==> config.mk <==
export PLATFORM = sky130hd
export DESIGN_NAME = ti_share_stage_reg
export DESIGN_NICKNAME = d
export VERILOG_FILES = /design/src/rtl/ti_share_stage_reg.sv
export SDC_FILE = /design/constraint.sdc
export NUM_CORES = 1
export LEC_CHECK = 0
export BUFFER_PORTS_ARGS = -buffer_cell sky130_fd_sc_hd__buf_2
export CAP_MARGIN = 20
export CORE_MARGIN = 1.5
export CORE_UTILIZATION = 40
export CTS_CLUSTER_SIZE = 25
export DETAILED_ROUTE_END_ITERATION = 8
export HOLD_SLACK_MARGIN = 0.15
export PLACE_DENSITY = 0.71
export SLEW_MARGIN = 25
export SYNTH_ARGS = -nofsm -noshare
export SYNTH_HDL_FRONTEND = slang
export SYNTH_SLANG_ARGS = --single-unit
==> constraint.sdc <==
create_clock -name clk -period 3.14 [get_ports clk]
set_input_delay 0.471 -clock clk [delete_from_list [all_inputs] [get_ports clk]]
set_output_delay 0.471 -clock clk [all_outputs]
set_load 0.005 [all_outputs]
==> src/rtl/ti_share_stage_reg.sv <==
// Register stage after the round-2 TI share bank: refreshes each share with fresh
// randomness on capture and buffers entries in a small FIFO with valid/ready on both sides.
module ti_share_stage_reg #(
    parameter int NS    = 3,
    parameter int SW    = 4,
    parameter int DEPTH = 2,
    parameter int CW    = 16
) (
    input  logic                 clk,
    input  logic                 rst_n,
    input  logic                 clr,
    input  logic                 in_valid,
    output logic                 in_ready,
    input  logic [NS*SW-1:0]     in_shares,
    input  logic                 rnd_valid,
    input  logic [(NS-1)*SW-1:0] rnd,
    output logic                 rnd_ack,
    output logic                 out_valid,
    input  logic                 out_ready,
    output logic [NS*SW-1:0]     out_shares,
    output logic [CW-1:0]        starve_cnt
);

    localparam int PW   = (DEPTH > 1) ? $clog2(DEPTH) : 1;
    localparam int CNTW = $clog2(DEPTH + 1);

    // Handshake semantics: a transfer happens on a rising edge where valid and ready
    // are both high; ready never looks at valid, and the upstream holds its data stable
    // while ready is low.

    logic [NS*SW-1:0] mem_q [DEPTH];
    logic [NS*SW-1:0] mem_d [DEPTH];
    logic [PW-1:0]    wr_ptr_q, wr_ptr_d;
    logic [PW-1:0]    rd_ptr_q, rd_ptr_d;
    logic [CNTW-1:0]  count_q, count_d;
    logic [NS*SW-1:0] out_q, out_d;
    logic [CW-1:0]    starve_q, starve_d;
    logic [NS*SW-1:0] refreshed;
    logic             full, push, pop;

    // Each output share sees only its own input share and the randomness words,
    // so no share-crossing logic exists before this register.
    for (genvar g = 0; g < NS; g++) begin : g_refresh
        logic [SW-1:0] r_own, r_prev;
        if (g < NS - 1) begin : g_own
            assign r_own = rnd[SW*g +: SW];
        end else begin : g_no_own
            assign r_own = '0;
        end
        if (g > 0) begin : g_prev
            assign r_prev = rnd[SW*(g-1) +: SW];
        end else begin : g_no_prev
            assign r_prev = '0;
        end
        assign refreshed[SW*g +: SW] = in_shares[SW*g +: SW] ^ r_own ^ r_prev;
    end

    assign full      = (count_q == CNTW'(DEPTH));
    assign in_ready  = rst_n & ~clr & ~full & rnd_valid;
    assign push      = in_valid & in_ready;
    assign rnd_ack   = push;
    assign out_valid = (count_q != '0);
    assign pop       = out_valid & out_ready & ~clr;
    assign out_shares = out_q;
    assign starve_cnt = starve_q;

    always_comb begin
        mem_d    = mem_q;
        wr_ptr_d = wr_ptr_q;
        rd_ptr_d = rd_ptr_q;
        count_d  = count_q;
        out_d    = out_q;
        starve_d = starve_q;
        if (clr) begin
            mem_d    = '{default: '0};
            wr_ptr_d = '0;
            rd_ptr_d = '0;
            count_d  = '0;
            out_d    = '0;
            starve_d = '0;
        end else begin
            if (push) begin
                mem_d[wr_ptr_q] = refreshed;
                wr_ptr_d = (wr_ptr_q == PW'(DEPTH - 1)) ? '0 : wr_ptr_q + 1'b1;
            end
            if (pop) begin
                rd_ptr_d = (rd_ptr_q == PW'(DEPTH - 1)) ? '0 : rd_ptr_q + 1'b1;
            end
            count_d = count_q + CNTW'(push) - CNTW'(pop);
            // The output register preloads the next head; when empty it keeps the last value.
            if (count_d != '0) begin
                out_d = mem_d[rd_ptr_d];
            end
            if (in_valid && !full && !rnd_valid && (starve_q != '1)) begin
                starve_d = starve_q + 1'b1;
            end
        end
    end

    always_ff @(posedge clk or negedge rst_n) begin
        if (!rst_n) begin
            mem_q    <= '{default: '0};
            wr_ptr_q <= '0;
            rd_ptr_q <= '0;
            count_q  <= '0;
            out_q    <= '0;
            starve_q <= '0;
        end else begin
            mem_q    <= mem_d;
            wr_ptr_q <= wr_ptr_d;
            rd_ptr_q <= rd_ptr_d;
            count_q  <= count_d;
            out_q    <= out_d;
            starve_q <= starve_d;
        end
    end

endmodule

==> impl_results.md <==
* Status: finished, final reports clean
* Final Cell Area at 0.003692 mm^2
* Main synth FF type: dfrtp_1
* Fill cells at 737
* Resize count post-CTS at 0
* Path depth of the worst reg2reg path at 9
* Commonest cells after routing, fill and taps aside: 56 x dfrtp_1, 56 x buf_2, 41 x nor2_1, 32 x xnor2_1, 26 x nand2_1
* Crit path required time at 3.32 ns
* RSZ-0062 raised after global routing: no
* Grt total ovfl at 0
* Antenna viol nets, final at 0
* DR pass1 iterations at 4
* GR Util All Layers at 0.1917
* Vias at 2,632
* Crit path launch type: primary input
* Hold crit path type: in2async
* Hold_ws at 0.3518 ns
* CTS root buf: clkbuf_8
* Synth top area cells: dfrtp_1 44%, xnor2_1 8.8%, nor2_1 4.8%, a211oi_1 3.3%, nand2_1 3.1%
* Number of hold buffers added after CTS at 0
* Worst-path clk slew at about 0.1 ns
* Setup CP Type: in2reg
* CTS tree: yes
* Die W at 92.24 um
* Critical Path Sink Type: register
* Number of global-route vias before repair at 2,592
* CP max FO at 32
* Yosys cell types at 52
* Post-synth top area share at 0.4399
* Setup repair bufs after CTS at 0
* CTS Sinks at 56
* Least-Margin Pin Slew at ~0.7 ns
* Nets at ~400
* Initial Util at 0.4122
* H-tree levels at 2
* Clock tree buffer depth at 2
* Cell Pwr Density at just under 400 mW/mm^2
* Post-synth EDFFs at 0
* Hpwl dp at around 5600 um
* Clock Latency Late Sink at between 0.3 and 0.4 ns
* WP data arrival at 2.63 ns
* Yosys warning count at 0
* Placed Area at approximately 0.0036 mm^2
* Core ar. at a little under 0.008 mm^2
* Share of cells above drive strength 1 at 0.2263
* Minimum clock period at 2.449 ns
* Wire length per cell at about 16 um
* Total Power at 1451 uW
* Io pins at 57
* Syn Std Cell Area at 0.003186 mm^2
* Yosys reg bits at 56
* Die Height at 92.24 um
* Dominant cell type by area after synthesis: dfrtp_1
* I/O Buffers at 56
* DIE AREA at 0.008508 mm^2
* Vias per std cell at 5.461
* First-pass GRT wire length at 12,940 um
* Achievable frequency at ~410 MHz
* Leakage at 0.001648 uW
* Initial antenna violation count at 0
* Post-route setup TNS at 0 ns
* Ys async rst share at 1.000
* Max-slew headroom at 0.5271
* DRC errors left at 0
* Final setup vio count at 0
* Rows at 32
* Register area share after synthesis at 0.4399
* Hold Fails Final Rpt at 0
* N_diodes at 0
* Fin. max-slew vios at 0
* Maximum VDD drop at around 0.00016 V
* DR iter-0 viols at 163
* Synth Area per Inst at 9.832 um^2
* P&R area growth vs syn at 15.91%
* Max-Cap Viols at 0
* Largest net degree at the start of global routing at 57
* Net count after synthesis at 353
* TritonCTS Buffers at 5
* GP Congestion at approximately 0.87
* Routed wire length at 7761 um
* Clock skew at 0.01218 ns
* Gate count of the mapped netlist at between 300 and 400
* Fin crit share at 0.7800
* Register area at 0.001401 mm^2
* Area of the multi-input gates at 0.001689 mm^2
## layout make-up
cell class | instances | share of cell area
tap | 102 | 0.03456
clock buffer | 5 | 0.01864
inverter | 8 | 0.008133
multi-input combinational | 245 | 0.4575
clock inverter | 3 | 0.01152
timing repair buffer | 63 | 0.09014
sequential | 56 | 0.3795
## Yosys cell counts, types with 2 or more instances
cell        n
nor2_1     41
a21oi_1    10
mux2i_1     4
o31ai_1    11
and3_1      9
o211a_1     4
a211oi_1   14
nor3b_1     8
clkbuf_1    8
a2111oi_1   6
dfrtp_1    56
nor3_1      7
nor4_1      8
nor2b_1     4
o32ai_1     5
inv_1       7
and4_1      2
buf_2       7
xnor2_1    32
nand2_1    26
xor2_1      4
nand3_1    11
nand2_2     2
ha_1        3
a221oi_1    4
nand4_1     4
and2_1      2
## metal layers
layer | vias up | track usage | share of wire
li1 | 1287 | - | -
met1 | 1268 | 0.2550 | 0.45
met2 | 68 | 0.3093 | 0.49
met3 | 9 | 0.04063 | 0.045
met4 | 0 | 0.06538 | 0.0093
met5 | - | 0 | 0
## worst paths after layout
path / start / slack (ns) / endpoint
min in group clk: out_shares[1]$_DFFE_PN0P_ / 0.49 / out_shares[1]$_DFFE_PN0P_
worst max register to register: count_q[1]$_DFF_PN0_ / 0.78 / out_shares[7]$_DFFE_PN0P_
worst min register to register: out_shares[1]$_DFFE_PN0P_ / 0.49 / out_shares[1]$_DFFE_PN0P_
max in group asynchronous: rst_n / 2.31 / mem_q[17]$_DFF_PN0_
worst max-delay path: clr / 0.69 / out_shares[9]$_DFFE_PN0P_
worst min-delay path: rst_n / 0.35 / mem_q[23]$_DFF_PN0_
## state kept, by name, summed over array words and instances (netlist names)
register,flops
starve_cnt,16
mem_q,24
count_q,2
wr_ptr_q,1
out_shares,12
rd_ptr_q,1
## worst max-delay path, stage by stage
cell and delay, ns:
buf_2 0.29, buf_4 0.39, and2b_1 0.27, nand3_2 0.29, nand2_2 0.20, a2111oi_0 0.57
o31ai_1 0.14
## stage by stage
step,util,cells,setup slack [ns]
after floorplan,-,324,0.9165
after global placement,0.4634,474,0.4955
after detailed placement,0.4634,474,0.3559
after CTS,0.4778,482,0.6912
after global routing,0.4778,482,0.5890
final,0.4778,482,0.6907
## cell families after synthesis
| group | count (synthesis) | synth area share |
|---|---|---|
| buffers and inverters | 23 | 0.02985 |
| xor gates and xnor gates | 37 | 0.1060 |
| adders and majority gates | 3 | 0.01178 |
| muxes | 4 | 0.01257 |
| DFF | 56 | 0.4399 |
| and+or+nand+nor | 138 | 0.2408 |
| AOI/OAI and AO/OA | 63 | 0.1591 |
## power breakdown
part | internal, uW | total [uW] | switching, uW
logic | 86.3 | 228 | 142
clock network | 236 | 471 | 234
registers | 736 | 752 | 15.8
No activity file was read; power rests on OpenSTA's default activity.
